## src/rtl/legv8_pkg.sv

```systemverilog
// Shared LEGv8 control definitions: opcode patterns, ALUOp/PCSel encodings,
// controller state and opcode-class enums.
package legv8_pkg;

  localparam logic [10:0] OP_LDUR = 11'b11111000010;
  localparam logic [10:0] OP_STUR = 11'b11111000000;
  localparam logic [10:0] OP_ADD  = 11'b10001011000;
  localparam logic [10:0] OP_SUB  = 11'b11001011000;
  localparam logic [10:0] OP_AND  = 11'b10001010000;
  localparam logic [10:0] OP_ORR  = 11'b10101010000;

  // Prefix-matched opcodes compare only the upper bits of inst31_21.
  localparam logic [9:0] PFX_ADDI = 10'b1001000100;
  localparam logic [7:0] PFX_CBZ  = 8'b10110100;
  localparam logic [5:0] PFX_B    = 6'b000101;

  localparam logic [1:0] ALUOP_ADD  = 2'b00;
  localparam logic [1:0] ALUOP_CBZ  = 2'b01;
  localparam logic [1:0] ALUOP_FUNC = 2'b10;

  localparam logic [1:0] PCSEL_PC4 = 2'b00;
  localparam logic [1:0] PCSEL_BR  = 2'b01;

  typedef enum logic [3:0] {
    S_FETCH, S_DECODE, S_EXEC_R, S_EXEC_I, S_MEM_ADDR, S_MEM_RD,
    S_MEM_WR, S_WB_ALU, S_WB_MEM, S_CBZ, S_BR, S_HALT
  } state_t;

  typedef enum logic [2:0] {
    CLS_R, CLS_ADDI, CLS_LDUR, CLS_STUR, CLS_CBZ, CLS_B, CLS_ILLEGAL
  } op_class_t;

endpackage

```

## src/rtl/legv8_op_decode.sv

```systemverilog
// Combinational opcode classifier: inst31_21 -> op_class_t.
module legv8_op_decode
  import legv8_pkg::*;
(
  input  logic [10:0] inst31_21,
  output op_class_t   op_class
);

  always_comb begin
    op_class = CLS_ILLEGAL;
    if (inst31_21 == OP_LDUR)
      op_class = CLS_LDUR;
    else if (inst31_21 == OP_STUR)
      op_class = CLS_STUR;
    else if (inst31_21 == OP_ADD || inst31_21 == OP_SUB ||
             inst31_21 == OP_AND || inst31_21 == OP_ORR)
      op_class = CLS_R;
    else if (inst31_21[10:1] == PFX_ADDI)
      op_class = CLS_ADDI;
    else if (inst31_21[10:3] == PFX_CBZ)
      op_class = CLS_CBZ;
    else if (inst31_21[10:5] == PFX_B)
      op_class = CLS_B;
  end

endmodule

```

## src/rtl/legv8_main_control.sv

```systemverilog
// Multicycle LEGv8 main control FSM with memory-handshake stalls,
// sticky illegal-opcode flag and retired-instruction counter.
module legv8_main_control
  import legv8_pkg::*;
#(
  parameter int unsigned CNT_W = 16
) (
  input  logic             clk,
  input  logic             reset,
  input  logic [10:0]      inst31_21,
  input  logic             zero,
  input  logic             mem_ready,
  output logic [1:0]       ALUOp,
  output logic             Reg2Loc,
  output logic             ALUSrc,
  output logic             MemRead,
  output logic             MemWrite,
  output logic             MemtoReg,
  output logic             RegWrite,
  output logic             IRWrite,
  output logic             PCWrite,
  output logic [1:0]       PCSel,
  output logic             illegal,
  output logic [CNT_W-1:0] instr_count
);

  state_t     state, next_state;
  op_class_t  dec_class, op_class_q;
  logic       illegal_q;
  logic       retire;

  legv8_op_decode u_op_decode (
    .inst31_21 (inst31_21),
    .op_class  (dec_class)
  );

  always_ff @(posedge clk) begin
    if (reset) begin
      state       <= S_FETCH;
      op_class_q  <= CLS_ILLEGAL;
      illegal_q   <= 1'b0;
      instr_count <= '0;
    end else begin
      state <= next_state;
      if (state == S_DECODE)
        op_class_q <= dec_class;
      if (next_state == S_HALT)
        illegal_q <= 1'b1;
      if (retire)
        instr_count <= instr_count + CNT_W'(1);
    end
  end

  always_comb begin
    next_state = state;
    unique case (state)
      S_FETCH:    if (mem_ready) next_state = S_DECODE;
      S_DECODE: begin
        unique case (dec_class)
          CLS_R:             next_state = S_EXEC_R;
          CLS_ADDI:          next_state = S_EXEC_I;
          CLS_LDUR, CLS_STUR: next_state = S_MEM_ADDR;
          CLS_CBZ:           next_state = S_CBZ;
          CLS_B:             next_state = S_BR;
          default:           next_state = S_HALT;
        endcase
      end
      S_EXEC_R, S_EXEC_I: next_state = S_WB_ALU;
      S_MEM_ADDR: next_state = (op_class_q == CLS_LDUR) ? S_MEM_RD : S_MEM_WR;
      S_MEM_RD:   if (mem_ready) next_state = S_WB_MEM;
      S_MEM_WR:   if (mem_ready) next_state = S_FETCH;
      S_WB_ALU, S_WB_MEM, S_CBZ, S_BR: next_state = S_FETCH;
      S_HALT:     next_state = S_HALT;
      default:    next_state = S_FETCH;
    endcase
  end

  assign retire = (state != S_FETCH) && (next_state == S_FETCH);

  // Reg2Loc in DECODE follows the opcode being decoded, since the class
  // register only captures it at the end of that cycle.
  always_comb begin
    ALUOp    = ALUOP_ADD;
    PCSel    = PCSEL_PC4;
    Reg2Loc  = 1'b0;
    ALUSrc   = 1'b0;
    MemRead  = 1'b0;
    MemWrite = 1'b0;
    MemtoReg = 1'b0;
    RegWrite = 1'b0;
    IRWrite  = 1'b0;
    PCWrite  = 1'b0;
    unique case (state)
      S_FETCH: begin
        MemRead = 1'b1;
        IRWrite = mem_ready;
        PCWrite = mem_ready;
      end
      S_DECODE:   Reg2Loc = (dec_class == CLS_STUR) || (dec_class == CLS_CBZ);
      S_EXEC_R:   ALUOp = ALUOP_FUNC;
      S_EXEC_I: begin
        ALUOp  = ALUOP_FUNC;
        ALUSrc = 1'b1;
      end
      S_MEM_ADDR: begin
        ALUSrc  = 1'b1;
        Reg2Loc = (op_class_q == CLS_STUR);
      end
      S_MEM_RD: begin
        MemRead = 1'b1;
        ALUSrc  = 1'b1;
      end
      S_MEM_WR: begin
        MemWrite = 1'b1;
        ALUSrc   = 1'b1;
        Reg2Loc  = 1'b1;
      end
      S_WB_ALU:   RegWrite = 1'b1;
      S_WB_MEM: begin
        RegWrite = 1'b1;
        MemtoReg = 1'b1;
      end
      S_CBZ: begin
        ALUOp   = ALUOP_CBZ;
        Reg2Loc = 1'b1;
        PCSel   = PCSEL_BR;
        PCWrite = zero;
      end
      S_BR: begin
        PCSel   = PCSEL_BR;
        PCWrite = 1'b1;
      end
      default: ;
    endcase
    if (reset) begin
      ALUOp    = ALUOP_ADD;
      PCSel    = PCSEL_PC4;
      Reg2Loc  = 1'b0;
      ALUSrc   = 1'b0;
      MemRead  = 1'b0;
      MemWrite = 1'b0;
      MemtoReg = 1'b0;
      RegWrite = 1'b0;
      IRWrite  = 1'b0;
      PCWrite  = 1'b0;
    end
  end

  assign illegal = illegal_q & ~reset;

endmodule
```

## config.mk

```make
export PLATFORM = sky130hd
export DESIGN_NAME = legv8_main_control
export DESIGN_NICKNAME = d
export VERILOG_FILES = /design/src/rtl/legv8_pkg.sv /design/src/rtl/legv8_op_decode.sv /design/src/rtl/legv8_main_control.sv
export SDC_FILE = /design/constraint.sdc
export NUM_CORES = 1
export LEC_CHECK = 0
export CELL_PAD_IN_SITES_DETAIL_PLACEMENT = 1
export CELL_PAD_IN_SITES_GLOBAL_PLACEMENT = 1
export CORE_MARGIN = 3
export CORE_UTILIZATION = 34
export DETAILED_ROUTE_END_ITERATION = 7
export GPL_TIMING_DRIVEN = 0
export MAX_ROUTING_LAYER = met4
export PLACE_DENSITY = 0.87
export SYNTH_ARGS = -nofsm -noshare
export SYNTH_HDL_FRONTEND = slang
export SYNTH_SLANG_ARGS = --single-unit
```

## constraint.sdc

```tcl
create_clock -name clk -period 2.1 [get_ports clk]
set_input_delay 0.525 -clock clk [delete_from_list [all_inputs] [get_ports clk]]
set_output_delay 0.525 -clock clk [all_outputs]
set_load 0.1 [all_outputs]
```

**Word level (Yosys, flattened, before mapping)**

Index checks and enable logic that the tools add are counted.

- Add/sub/neg operators: 1
- Equal/unequal tests: 28
- Muxes and demuxes: 32
- Bitwise logic cells: 2
- Reduce and logical (&&, ||, !) cells: 16

Operators with widths:

| kind | number |
|---|---|
| 11-bit == test, second input constant | 6 |
| 4-bit one-hot mux with 7 select lines | 1 |
| 4-bit == test, second input constant | 5 |
| 4-bit one-hot mux with 5 select lines | 1 |
| 16-bit by 1-bit adder with 16-bit output, second input constant | 1 |
| 4-bit by 3-bit == test with 1-bit output, second input constant | 4 |
| 1-bit 2-to-1 mux | 15 |
| 3-bit 2-to-1 mux | 5 |
| 3-bit by 2-bit == test with 1-bit output, second input constant | 4 |
| 4-bit 2-to-1 mux | 3 |
| 2-bit OR reduction | 6 |
| 10-bit == test, second input constant | 1 |
| 4-bit by 2-bit == test with 1-bit output, second input constant | 2 |
| 8-bit == test, second input constant | 1 |
| 4-bit zero test | 2 |
| 2-bit 2-to-1 mux | 4 |
| 3-bit == test, second input constant | 2 |
| 6-bit by 3-bit == test with 1-bit output, second input constant | 1 |
| 1-bit one-hot mux with 3 select lines | 2 |
| 4-bit by 1-bit == test with 1-bit output, second input constant | 1 |
| 1-bit logical OR | 4 |
| 2-bit one-hot mux with 2 select lines | 1 |
| 4-bit nonzero test | 1 |
| 4-bit OR reduction | 1 |
| other kinds (5) | 5 |

- Register bits: 24
- Input port bits: 15
- Output and inout port bits: 29
- Logic and storage cells: 83

**Depth between registers and ports, before layout**

Gate-level depths: netlist of run 1.

- Word-level depth: 13
- Gate-level depth with buffers: 7
- Depth with buffers taken out: 5

**Cells and area by module**

Synthesis of run 1 repeated with hierarchy kept, for this count alone.

- Cells, all modules: 217
- Area total of the unflattened synthesis: 1757.9 sq um

Modules (own cells, without submodules):

| module | instances | cells an instance | area each (sq um) | seq. area each (sq um) |
|---|---|---|---|---|
| legv8_main_control | 1 | 196 | 1632.8 | 480.5 |
| legv8_op_decode | 1 | 21 | 125.1 | 0.0 |

**Worst setup path before layout of run 1**

OpenSTA, ideal clock, no wires.

- Path kind: input to output
- Start point: in reset
- End point: out MemtoReg
- Arrival time: 3796 ps
- Data required time: 1575 ps
- Path slack: -2221 ps
- Stages: 3
- Buffers on the path: 2
- Cell sequence: clkbuf_1 > buf_1 > nor4_1

- Longest elaborated chain between the ends: 1

Ends and longest elaborated chain:

| element | RTL line | RTL |
|---|---|---|
| from (decl) | legv8_main_control.sv:9 | `input logic reset,` |
| 1-bit 2-to-1 mux | legv8_main_control.sv:135 | `if (reset) begin` |
| to (decl) | legv8_main_control.sv:18 | `output logic MemtoReg,` |

Every way passes these cells.

**Final worst setup path of run 1**

- Start point: in inst31_21[5]
- End point: out Reg2Loc

- Longest elaborated chain between the ends: 11
- Elaborated cells on any way between the ends: 23
- Classes of those cells: eq/ne: 11; mux: 8; reduce/logical: 4

Ends and longest elaborated chain:

| element | RTL line | RTL |
|---|---|---|
| from (decl) | legv8_main_control.sv:10 | `input logic [10:0] inst31_21,` |
| 6-bit by 3-bit == test with 1-bit output or 11-bit == test (tied branches) | legv8_op_decode.sv:22, legv8_op_decode.sv:15 |  |
| 2-bit 2-to-1 mux or 1-bit logical OR (tied branches) | legv8_op_decode.sv:22, legv8_op_decode.sv:15 |  |
| 3-bit 2-to-1 mux or 1-bit logical OR (tied branches) | legv8_op_decode.sv:20, legv8_op_decode.sv:15 |  |
| 3-bit 2-to-1 mux or 1-bit logical OR (tied branches) | legv8_op_decode.sv:18, legv8_op_decode.sv:16 |  |
| 3-bit 2-to-1 mux | legv8_op_decode.sv:15 | `else if (inst31_21 == OP_ADD \|\| inst31_21 == OP_SUB \|\|` |
| 3-bit 2-to-1 mux | legv8_op_decode.sv:13 | `else if (inst31_21 == OP_STUR)` |
| 3-bit 2-to-1 mux (*) | legv8_op_decode.sv:11 | `if (inst31_21 == OP_LDUR)` |
| 3-bit by 2-bit == test with 1-bit output or 3-bit == test (tied branches) | legv8_main_control.sv:99 | `S_DECODE: Reg2Loc = (dec_class == CLS_STUR) \|\| (dec_class == CLS_CBZ);` |
| 1-bit logical OR (*) | legv8_main_control.sv:99 |  |
| 1-bit one-hot mux with 3 select lines (*) | legv8_main_control.sv:93 | `unique case (state)` |
| 1-bit 2-to-1 mux (*) | legv8_main_control.sv:135 |  |
| to (decl) | legv8_main_control.sv:14 | `output logic Reg2Loc,` |

Every way passes the cells marked *; elsewhere a longest branch is shown, timed or not.

==> metrics.txt, run 1 <==
outcome=finished with violations; failing checks=negative setup slack; fillers=441; period utilisation layout=110.7%; Pre-antenna DRT Iters=4; ANT nets after route=0; die width=73.44 um; Max Cap Viol=0; Avg Inst Size Synth=7.931 um^2; Seq. cell area=505.5 um^2; core box area=0.004202 mm^2; Mapped Cells=195; Setup violations, final=10; Total Wirelength=8585 um; hold slack=0.5333 ns; Post-Place Worst Slack=-1.691 ns; crit end category=output port; critical path startpoint category=input pin; Die Area=0.005393 mm^2; number of global-route vias before repair=1951; CP Data Required Time=1.57 ns; layout cells sized above 1=48.04%; Die H=73.44 um; total vias in the final route=2047; sw frac=47.27%; #FFs+latches synth=24; Slew Limit Fails=0; commonest non-fill, non-tap cells in the layout=buf_4 (32), nor2_1 (19), buf_6 (17); H-tree levels=1; CTS Buffer Depth=2; Async S/R FF share, synth=0%; synthesized area=0.001546 mm^2; antenna fix cells=0; f_max=0.4300 GHz; Sequential Power Share=17.2%; Final min period=2.325 ns; Worst-Skew Late Latency=0.27 ns; GR Overflow Total=0; unrepaired setup endpoints after global routing=true; Num CTS Buffers=3; first-pass GRT wire length=10740 um; clk_skew=0.005356 ns; final instance area=0.002957 mm^2; combinational power share=71.0%; Post-DP Area=0.002338 mm^2; GPL Wtd Cong=0.8248; yosys warns=0; Mapped Nets=211; Post-CTS Hold Fix Bufs=0; Setup CP Type=in -> out; Slew HR=35.11%; Wirelength per Cell=25.94 um; Pint=1869 uW; clk root buf=clkbuf_8; NetSw=1675 uW; Pleak=0.001205 uW; Critical Path AT=1.80 ns; setup_tns=-1.121 ns; measured slew at the worst slew-check pin=0.9772 ns; Hold Crit Class=reg -> reg; DP Wirelength=3601 um; Post-synth EDFFs=0; final setup margin=-0.2253 ns; CTS sink cnt=24; port bufs=42; Most used DFF post-synth=dfxtp_1; nets=298; initial antenna violation count=0; Total GRT Usage=26.36%; synth unique cells=50; commonest non-fill, non-tap cell in the layout=buf_4; I/O pin cnt=44; initial drt markers=202; largest net degree at the start of global routing=15; post-synthesis sequential area ratio=31.07%; endpoints failing hold=0; Layout area overhead=91.18%; Peak VDD IR=0.0005104 V; clock share of power=11.9%; # rows=23; CTS tree=done; pwr dens=1199 mW/mm^2; Vias/cell=6.184; detailed-route DRC error count=0; initial core utilization=36.81%; Clock Pin Slew Worst Setup and Hold Paths=0.09 ns; Worst R2R Setup Slack=-0.02 ns; crit path max fanout=5; multi-input combinational cell area=0.001264 mm^2
state kept, by name, summed over array words and instances, names as in the netlist:
name,cells
illegal_q,1
op_class_q,3
state,4
instr_count,16
power by group through the flow:
stage | registers, uW | logic, uW | clock network [uW]
floorplan | 653 | 1250 | 0
detailed placement | 601 | 1620 | 0
global placement | 596 | 1590 | 0
CTS | 580 | 1980 | 412
finish | 609 | 2510 | 421
global route | 615 | 2600 | 442
worst max-delay path: stages:
cell and delay (ns):
buf_8 0.11, nor4b_4 0.30, nand4_1 0.19, nor2_2 0.20, o21ai_2 0.09, a21oi_4 0.19
buf_12 0.19
area by class of cell:
class,count,area share [%]
timing repair buffer,83,28.10
tap,50,2.116
inverter,9,1.143
clock inverter,1,1.016
buffer,12,6.390
clock buffer,3,1.397
sequential,24,17.10
multi-input combinational,149,42.74
cells in the mapped netlist (3+ instances only):
| library cell | number | area share [%] |
|---|---|---|
| a211oi_1 | 6 | 2.9 |
| a21oi_1 | 5 | 1.6 |
| and3_1 | 3 | 1.2 |
| clkbuf_1 | 7 | 1.7 |
| dfxtp_1 | 24 | 31 |
| inv_1 | 9 | 2.2 |
| nand2_1 | 12 | 2.9 |
| nand2b_1 | 6 | 2.4 |
| nand3_1 | 8 | 2.6 |
| nand4_1 | 4 | 1.6 |
| nor2_1 | 21 | 5.1 |
| nor2b_1 | 4 | 1.6 |
| nor3_1 | 13 | 4.2 |
| nor3b_1 | 8 | 3.9 |
| nor4_1 | 6 | 2.4 |
| nor4b_1 | 3 | 1.7 |
| o21ai_1 | 3 | 0.97 |
| xnor2_1 | 9 | 5.1 |
| xor2_1 | 5 | 2.8 |
what timing repair did:
action | CTS | global route
endpoints found under the setup margin | 32 | 29
cloned | 0 | 2
buffers inserted | 26 | 14
resized for setup | 150 | 62
pin swaps | 8 | 17
hold endpoints to repair | 0 | 0
worst paths after layout:
check | start | endpoint | cells past startpoint
max | inst31_21[5] | Reg2Loc | 7
min | illegal_q | illegal_q | 2
max reg2reg | state[3] | illegal_q | 7
min reg2reg | illegal_q | illegal_q | 2
through the flow:
| stage | total power, uW | utilization (%) | std cells |
|---|---|---|---|
| floorplan | 1902 | - | 195 |
| global placement | 2184 | 55.66 | 287 |
| detailed placement | 2222 | 55.66 | 287 |
| CTS | 2970 | 64.41 | 317 |
| global route | 3653 | 70.37 | 331 |
| finish | 3544 | 70.37 | 331 |
metal layers:
metal | global-route usage (%) | share of wire (%) | vias up
li1 | - | - | 872
met1 | 32.47 | 38 | 1026
met2 | 46.75 | 52 | 125
met3 | 3.283 | 7.2 | 24
met4 | 3.823 | 2.4 | 0
met5 | - | 0 | -
cells by family (layout without fill, tap and decap cells):
logic type	count (synthesis)	count (layout)	synth area share (%)
AND/OR/NAND/NOR	98	98	35.76
AO/OA/AOI/OAI	31	31	15.05
flip-flops	24	24	31.07
buffers and inverters	22	108	6.391
XOR/XNOR	14	14	7.929
multiplexers	4	4	2.751
adder cells (fa/ha/maj)	1	1	0.8089
other	1	1	0.2425
Note: power is estimated with default switching activity, not from simulation.
==> run 2: changes to the inputs <==
PLACE_DENSITY = default   (was 0.87)
PLACE_DENSITY_LB_ADDON = 0.12   (was default)
==> run 2 against run 1 <==
  * The run still ends with negative setup slack left
  * Sequential power is 3% higher
  * Worst hold slack barely moved
  * Final cell count up 0.91%
  * Flip-flop and latch count did not move
  * Design area up 0.38%
  * Non-clock buffer count rose by 3
  * Setup slack worse by 0.040 ns
  * Clock power grew 6.7%
  * Global-route usage down 1.9 points
  * Count of clock-buffer cells in the layout did not move
  * Largest power group unchanged
==> metrics.txt, run 2 (synthesis gave the netlist of run 1 again) <==
biggest regs=instr_count: 16 flops, state: 4 flops, op_class_q: 3 flops; NetSw=1657 uW; Pre-antenna DRT Iters=5; Clock Pin Slew Worst Setup and Hold Paths=0.11 ns; CTS sink cnt=24; nets=301; placed insts=287; Finished Layout Cells=334; Sequential Power Share=17.9%; Hold Crit Class=reg -> reg; Wirelength per Cell=24.51 um; Min-Delay Path Depth=2; commonest non-fill, non-tap cell in the layout=buf_4; CP Data Required Time=1.57 ns; initial antenna violation count=0; Pleak=0.001206 uW; # rows=23; clk root buf=clkbuf_8; fin util=70.64%; clock share of power=12.8%; Setup violations, final=12; failing checks=negative setup slack; combinational power share=69.3%; Total GRT Usage=24.49%; Worst-Skew Late Latency=0.29 ns; endpoints failing hold=0; GPL Wtd Cong=0.8673; Pint=1850 uW; clk_skew=0.01191 ns; outcome=finished with violations; Final min period=2.365 ns; Vias/cell=6.108; H-tree levels=1; GR Overflow Total=0; crit end category=output port; f_max=0.4228 GHz; period utilisation layout=112.6%; initial core utilization=36.81%; I/O pin cnt=44; port bufs=42; antenna fix cells=0; Total Wirelength=8188 um; die width=73.44 um; CTS tree=done; largest net degree at the start of global routing=15; Layout area overhead=91.91%; Slew HR=35.08%; measured slew at the worst slew-check pin=0.9776 ns; largest reg by FF count=instr_count; Num CTS Buffers=3; unrepaired setup endpoints after global routing=true; layout cells sized above 1=49.65%; Post-CTS Hold Fix Bufs=0; Die H=73.44 um; core box area=0.004202 mm^2; max reg flops=16; number of global-route vias before repair=1989; Post-DP Area=0.002338 mm^2; DP Wirelength=3848 um; crit path max fanout=4; critical path startpoint category=flop; hold slack=0.5333 ns; final instance area=0.002968 mm^2; Critical Path AT=1.84 ns; ANT nets after route=0; Worst R2R Setup Slack=-0.07 ns; Peak VDD IR=0.0004894 V; initial drt markers=207; pwr dens=1181 mW/mm^2; first-pass GRT wire length=9991 um; total vias in the final route=2040; Die Area=0.005393 mm^2; sw frac=47.25%; R2R Path End=illegal_q; CTS Buffer Depth=2; Hold Startpoint=instr_count[5]; worst flop-to-flop path startpoint=state[3]; Setup CP Type=reg -> out; final setup margin=-0.2654 ns; detailed-route DRC error count=0; commonest non-fill, non-tap cells in the layout=buf_4 (37), nor2_1 (19), buf_6 (14); Slew Limit Fails=0; hold endpoint=instr_count[5]; Max Cap Viol=0; reg2reg path depth=7
==> run 2: power groups by stage <==
stage	Sequential (uW)	Combinational, uW	Clock [uW]
CTS	583	1940	432
detailed placement	599	1620	0
global placement	593	1580	0
floorplan	653	1250	0
global route	630	2520	475
finish	626	2430	449
==> run 2: layout make-up <==
| class | count | area (um^2) |
|---|---|---|
| clock buffers | 3 | 41.29 |
| clock inverters | 1 | 30.03 |
| well taps | 50 | 62.56 |
| plain buffers | 12 | 177.7 |
| repair buffers | 86 | 828.3 |
| multi-input cells | 149 | 1289 |
| flip-flops and latches | 24 | 505.5 |
| fillers | 432 | 1234 |
| inverters | 9 | 33.78 |
==> run 2: timing repair <==
action	CTS	global route
pin swaps	13	26
buffers inserted	25	21
setup endpoints to repair	32	26
gates resized for setup	155	59
==> run 2: how the worst max path moves through the flow <==
stage | startpoint | endpoint | slack, ns | cells after the start
CTS | state[1] | PCWrite | -0.18 | 7
global route | state[1] | PCWrite | -0.33 | 7
floorplan | reset | MemtoReg | -0.35 | 3
finish | state[1] | PCWrite | -0.27 | 7
detailed placement | inst31_21[5] | Reg2Loc | -1.65 | 7
global placement | inst31_21[5] | Reg2Loc | -1.64 | 7
==> run 2: metal layers <==
metal	up-vias	track usage [%]	part of all wire, %
met4	0	6.439	3.6
li1	879	-	-
met1	1023	29.25	39
met5	-	-	0
met3	28	3.146	5.3
met2	110	43.01	52
==> run 2: worst max-delay path: stages, from the launching register on <==
cell and delay, ns:
dfxtp_2 0.36, buf_8 0.13, clkbuf_16 0.14, nor3b_4 0.18
a21oi_2 0.05, o22a_1 0.25, nor3_4 0.23, buf_12 0.20
==> run 2: metrics by stage <==
step / power [uW] / setup slack [ns] / setup TNS (ns)
after CTS: 2957 / -0.1845 / -0.7920
after detailed placement: 2222 / -1.652 / -18.97
after global placement: 2175 / -1.639 / -16.92
after global routing: 3621 / -0.3325 / -2.675
after floorplan: 1902 / -0.3465 / -1.535
final: 3506 / -0.2654 / -1.766
==> run 3: changes to the inputs <==
CAP_MARGIN = 20   (was default)
HOLD_SLACK_MARGIN = 0.15   (was default)
==> results of run 3 <==
No change in the layout: final DEF, timing and power equal those of run 2.
